==> src/rtl/syscon_pkg.sv <==
`default_nettype none
// ============================================================================
// Module   : syscon_pkg
// Purpose  : Shared types and register map for the syscon Wishbone initiator
//            and the syscon register block it talks to.
// Revision : 1.0 - initial release
// ============================================================================
package syscon_pkg;

  // Initiator FSM encoding; IDLE must stay at zero so a cleared register is idle.
  typedef enum logic [1:0] {
    ST_IDLE = 2'b00,
    ST_BUS  = 2'b01,
    ST_RESP = 2'b10
  } syscon_state_e;

  // Syscon register byte offsets (word aligned).
  localparam logic [7:0] SYSCON_VERSION       = 8'h00;
  localparam logic [7:0] SYSCON_SW_IRQ        = 8'h08;
  localparam logic [7:0] SYSCON_NMI_VEC       = 8'h0C;
  localparam logic [7:0] SYSCON_IRQ_EN        = 8'h18;
  localparam logic [7:0] SYSCON_MTIMECMP      = 8'h28;
  localparam logic [7:0] SYSCON_IRQ_TIMER_CNT = 8'h30;
  localparam logic [7:0] SYSCON_IRQ_TIMER_EN  = 8'h34;
  localparam logic [7:0] SYSCON_SEG_ENABLES   = 8'h38;
  localparam logic [7:0] SYSCON_SEG_DIGITS    = 8'h3C;

endpackage : syscon_pkg
`default_nettype wire

==> src/rtl/syscon_wb_initiator.sv <==
`default_nettype none
// ============================================================================
// Module   : syscon_wb_initiator
// Purpose  : Turns a valid/ready command into one Wishbone classic cycle and
//            returns the result on a valid/ready response channel. A cycle
//            that is not acknowledged within TIMEOUT_CYCLES is aborted and
//            reported with the error flag.
// Revision : 1.0 - initial release
// ============================================================================
module syscon_wb_initiator
  import syscon_pkg::*;
#(
  parameter int unsigned TIMEOUT_CYCLES = 255,
  parameter int unsigned ADR_W          = 6
) (
  input  logic             i_clk,
  input  logic             i_rst,

  // Command channel
  input  logic             i_cmd_valid,
  output logic             o_cmd_ready,
  input  logic             i_cmd_we,
  input  logic [ADR_W-1:0] i_cmd_adr,
  input  logic [31:0]      i_cmd_dat,
  input  logic [3:0]       i_cmd_sel,

  // Response channel
  output logic             o_rsp_valid,
  input  logic             i_rsp_ready,
  output logic [31:0]      o_rsp_dat,
  output logic             o_rsp_err,

  // Wishbone classic initiator
  output logic [ADR_W-1:0] o_wb_adr,
  output logic [31:0]      o_wb_dat,
  output logic [3:0]       o_wb_sel,
  output logic             o_wb_we,
  output logic             o_wb_cyc,
  output logic             o_wb_stb,
  input  logic [31:0]      i_wb_rdt,
  input  logic             i_wb_ack,

  output logic             o_busy
);

  // One extra bit keeps the terminal count representable for powers of two.
  localparam int unsigned          CNT_W    = $clog2(TIMEOUT_CYCLES) + 1;
  localparam logic [CNT_W-1:0]     TMO_LAST = CNT_W'(TIMEOUT_CYCLES - 1);

  syscon_state_e    state_q;
  logic [CNT_W-1:0] tmo_cnt_q;
  logic [ADR_W-1:0] wb_adr_q;
  logic [31:0]      wb_dat_q;
  logic [3:0]       wb_sel_q;
  logic             wb_we_q;
  logic             wb_cyc_q;
  logic             wb_stb_q;
  logic             rsp_valid_q;
  logic [31:0]      rsp_dat_q;
  logic             rsp_err_q;

  logic             w_tmo_last;

  // Terminal count: the last bus cycle the responder is given to acknowledge.
  assign w_tmo_last = (tmo_cnt_q == TMO_LAST);

  // Transaction sequencer: accept, run the bus cycle, hold the response.
  always_ff @(posedge i_clk) begin
    if (i_rst) begin
      state_q     <= ST_IDLE;
      tmo_cnt_q   <= '0;
      wb_adr_q    <= '0;
      wb_dat_q    <= '0;
      wb_sel_q    <= '0;
      wb_we_q     <= 1'b0;
      wb_cyc_q    <= 1'b0;
      wb_stb_q    <= 1'b0;
      rsp_valid_q <= 1'b0;
      rsp_dat_q   <= '0;
      rsp_err_q   <= 1'b0;
    end else begin
      case (state_q)
        ST_IDLE: begin
          // Ready is implied by being in IDLE; a zero byte select still
          // produces a cycle and data is passed through untouched.
          if (i_cmd_valid) begin
            wb_adr_q  <= i_cmd_adr;
            wb_dat_q  <= i_cmd_dat;
            wb_sel_q  <= i_cmd_sel;
            wb_we_q   <= i_cmd_we;
            wb_cyc_q  <= 1'b1;
            wb_stb_q  <= 1'b1;
            tmo_cnt_q <= '0;
            state_q   <= ST_BUS;
          end
        end

        ST_BUS: begin
          // Ack wins over a timeout landing in the same cycle.
          if (i_wb_ack) begin
            rsp_dat_q   <= wb_we_q ? 32'h0 : i_wb_rdt;
            rsp_err_q   <= 1'b0;
            rsp_valid_q <= 1'b1;
            wb_cyc_q    <= 1'b0;
            wb_stb_q    <= 1'b0;
            state_q     <= ST_RESP;
          end else if (w_tmo_last) begin
            rsp_dat_q   <= 32'h0;
            rsp_err_q   <= 1'b1;
            rsp_valid_q <= 1'b1;
            wb_cyc_q    <= 1'b0;
            wb_stb_q    <= 1'b0;
            state_q     <= ST_RESP;
          end else begin
            // Stops at the terminal count, so it never wraps.
            tmo_cnt_q <= tmo_cnt_q + CNT_W'(1);
          end
        end

        ST_RESP: begin
          // Response data and error are held until the consumer takes them.
          if (i_rsp_ready) begin
            rsp_valid_q <= 1'b0;
            state_q     <= ST_IDLE;
          end
        end

        default: begin
          state_q     <= ST_IDLE;
          wb_cyc_q    <= 1'b0;
          wb_stb_q    <= 1'b0;
          rsp_valid_q <= 1'b0;
        end
      endcase
    end
  end

  // Ready and busy are decoded from the state register alone.
  assign o_cmd_ready = (state_q == ST_IDLE);
  assign o_busy      = (state_q != ST_IDLE);

  assign o_wb_adr    = wb_adr_q;
  assign o_wb_dat    = wb_dat_q;
  assign o_wb_sel    = wb_sel_q;
  assign o_wb_we     = wb_we_q;
  assign o_wb_cyc    = wb_cyc_q;
  assign o_wb_stb    = wb_stb_q;
  assign o_rsp_valid = rsp_valid_q;
  assign o_rsp_dat   = rsp_dat_q;
  assign o_rsp_err   = rsp_err_q;

endmodule : syscon_wb_initiator
`default_nettype wire

==> config.mk <==
export PLATFORM = sky130hd
export DESIGN_NAME = syscon_wb_initiator
export DESIGN_NICKNAME = d
export VERILOG_FILES = /design/src/rtl/syscon_pkg.sv /design/src/rtl/syscon_wb_initiator.sv
export SDC_FILE = /design/constraint.sdc
export NUM_CORES = 1
export LEC_CHECK = 0
export ABC_CLOCK_PERIOD_IN_PS = 2250
export CAP_MARGIN = 10
export CORE_MARGIN = 1
export CORE_UTILIZATION = 40
export CTS_CLUSTER_SIZE = 28
export DETAILED_ROUTE_END_ITERATION = 8
export GPL_TIMING_DRIVEN = 0
export PLACE_DENSITY = 0.8
export RECOVER_POWER = 25
export SETUP_SLACK_MARGIN = 0.1
export SYNTH_ARGS = -nofsm -noshare
export SYNTH_HDL_FRONTEND = slang
export SYNTH_SLANG_ARGS = --single-unit
export TNS_END_PERCENT = 100
==> constraint.sdc <==
create_clock -name i_clk -period 2.25 [get_ports i_clk]
set_clock_uncertainty 0.2 [all_clocks]
set_input_delay 0.45 -clock i_clk [delete_from_list [all_inputs] [get_ports i_clk]]
set_output_delay 0.45 -clock i_clk [all_outputs]
set_load 0.05 [all_outputs]
==> summary.md <==
| Metric | Value |
|---|---|
| Outcome | finished clean |
| Initial core utilization | 41.4% |
| Dpl hpwl | 6.43 mm |
| Syn-to-layout area delta | 55.9% |
| CP arrival | around 1400 ps |
| DR vias/cell | 4.90 |
| First-pass GRT wire length | 13.8 mm |
| Mapped cell area | around 3200 sq um |
| Peak supply drop | 429 uV |
| Mux share of post-synthesis cell area | 0.313% |
| Diodes inserted | 0 |
| CP Class | flip-flop to primary output |
| Final Hold Viols | 0 |
| Clock sink count | a little under 90 |
| Post-CTS Setup Inserts | 0 |
| Adder-cell share of the synthesized area | 0.783% |
| Setup TNS | 0 ps |
| DR WL/cell | 13.8 microns |
| RePlAce Congestion | slightly above 0.8 |
| Port bufs | 160 |
| Syn_area_per_cell | 9.19 sq um |
| # nets final | 601 |
| Yosys warning count | 0 |
| Most frequent cells in the layout | 94 x nand2_1, 89 x dfxtp_1, 79 x clkdlybuf4s50_1 |
| Tmin final | 2050 ps |
| Setup violators final | 0 |
| Slowest stage delay, CP | 480 ps |
| Clock Latency Late Sink | 340 ps |
| Required time worst endpoint | between 1500 and 2000 ps |
| Fmax | ~490 MHz |
| H-tree levels | 3 |
| Critical Path Start Type | flip-flop |
| Final period util | 91.2% |
| Syn nets | 430 |
| Detailed-route via count | slightly above 3k |
| Worst slew pin tran | 608 ps |
| Die Y | 91.4 microns |
| Hold Crit Class | flip-flop to flip-flop |
| Iter 0 DRT Violations | 115 |
| Largest family of logic cells by synthesized area | compound AO/OA/AOI/OAI gates |
| CTS tree | built |
| Number of I/O pins | 161 |
| #FFs+latches synth | ~90 |
| LEAKAGE | 0.00214 uW |
| Cell family with most CP delay | flip-flops |
| Crit path buffers/inverters | 1 |
| Hold buffer count at cts | 0 |
| Total iterations of the first detailed-routing run | 4 |
| Total area of sequential cells | 1780 sq um |
| Number of max-cap violations | 0 |
| Post-route insts no fill | 626 |
| Tot Pwr | 3640 uW |
| Share of cells above drive strength 1 | about 7.6% |
| Detailed Route WL | 8.61 mm |
| Worst-path cell chain | or2_4 > clkdlybuf4s15_2 |
| Simple logic cell fraction of the synthesized area | ~17% |
| Max FO, Critical Path | 7 |
| Max-slew violations | 0 |
| Crit path capture type | primary output |
| Hold slack | 253 ps |
| # DRC | 0 |
| Fillers | just under 700 |
| Initial antenna violation count | 0 |
| Synth cell types | 39 |
| CTS root buffer | clkbuf_8 |
| Pwr Density | about 730 nW/um^2 |
| Post-synthesis sequential area ratio | 55.7% |
| Largest net degree at the start of global routing | 16 |
| Relative slew slack | 59.6% |
| Gate Count Post-Synth | 348 |
| Multi-input gate area | 1270 sq um |
| Cts bufs inserted | 9 |
| Site Rows | 32 |
| Commonest non-fill, non-tap cell in the layout | nand2_1 |
| Complex-gate fraction of the synthesized area | 20.7% |
| ANT nets after route | 0 |
| Synth Area in XOR/XNOR | less than 1% |
| Vias in the first global route | 3005 |
| Gr ovfl total | 0 |
| Horiz. Die Dim | 91.4 microns |
| Core box area | 7730 sq um |
| Reg clk slew, reported paths | ~90 ps |
| Total GRT Usage | 20.6% |
| RSZ-0062 raised after global routing | true |
| CTS max path bufs | 2 |
| Die Area | 8350 sq um |
| Worst path slowest cell | dfxtp_1 |
| Placed cell count | 610 |
==> worst reg2reg max path: cells and delay by family, from the launching register on <==
family          cells  cell delay (ps)
compound gates      3              600
flops               1              450
fa+ha+maj           1              240
buf+inv             1              230
simple gates        1              210
==> state kept, by name, summed over array words and instances (netlist names) <==
signal       flops
state_q          2
tmo_cnt_q        9
o_wb_stb         1
o_rsp_err        1
o_rsp_valid      1
o_wb_we          1
o_rsp_dat       32
o_wb_adr         6
o_wb_sel         4
o_wb_dat        32
==> final cells by class <==
cell class	count	area share [%]
well taps	102	2.56
inverters	5	0.452
repair buffers	160	28.5
clock inverters	6	1.83
plain buffers	24	2.91
multi-input cells	230	25.5
flip-flops and latches	89	35.8
clock buffers	10	2.56
==> report_power, final <==
part	total [uW]	leakage [uW]	switching, uW	internal, uW
Clock	1190	0.0000991	565	630
Sequential	1690	0.000726	40.2	1650
Combinational	750	0.00132	475	274
==> repair_timing <==
| item | 4_1_cts | 5_1_grt |
|---|---|---|
| pin swaps | 0 | 0 |
| gates resized for setup | 70 | 22 |
| setup endpoints to repair | 92 | 47 |
==> cells in the mapped netlist <==
cell        n  area [sq um]
nand2b_1    2          12.5
mux2i_1     1          10.0
o21bai_1    1          7.51
dfxtp_1    89          1780
nand2_1    94           353
buf_1       1          3.75
or4_1       1          7.51
inv_1       5          18.8
and4_1      1          8.76
buf_2       8          40.0
o31ai_1     1          7.51
o311ai_0    1          8.76
nor3b_4     1          18.8
o21ai_0     3          15.0
a211oi_1    1          7.51
o211ai_1    1          7.51
a22o_1     32           280
nand4b_1    1          8.76
or3_1       2          12.5
and2_1      3          18.8
a2111oi_2   1          15.0
a41oi_1     1          8.76
nor2_1      8          30.0
buf_6       4          45.0
a31o_2      1          8.76
o2111ai_1   1          8.76
o21a_1      2          15.0
a21oi_1    54           270
nor3_1      1          5.00
and3_1      2          12.5
or2_2       2          12.5
buf_4       2          15.0
xor2_1      1          8.76
nand3_1     3          15.0
clkbuf_1    9          33.8
ha_1        2          25.0
or3b_2      1          8.76
nand4bb_1   1          11.3
nand4_1     3          18.8
==> stage by stage <==
stage               instance area [sq um]  setup WS (ps)  util (%)
floorplan                            3200            213         -
global placement                     4930          -50.6      63.8
detailed placement                   4930           -106      63.8
CTS                                  5080           99.9      65.7
global route                         4980           56.3      64.5
finish                               4980            197      64.5
==> cell families after synthesis <==
group	Yosys count
buffers and inverters	29
xor gates and xnor gates	1
and+or+nand+nor	126
adders and majority gates	2
AOI/OAI and AO/OA	100
muxes	1
DFF	89
==> routing by layer <==
metal  global-route usage [%]  wire (microns)
met1                     24.0            3570
met2                     35.7            4380
met3                     6.37             500
met4                     7.01             159
met5                        0               0
==> path summary, 6_finish.rpt <==
path                start       endpoint  slack, ps  cells past startpoint
min reg2reg  o_wb_dat[19]   o_wb_dat[19]        250                      2
min          o_wb_dat[19]   o_wb_dat[19]        250                      2
max reg2reg  tmo_cnt_q[1]  o_rsp_dat[11]        210                      6
max            state_q[1]         o_busy        200                      2
Note: power is estimated with default switching activity, not from simulation.
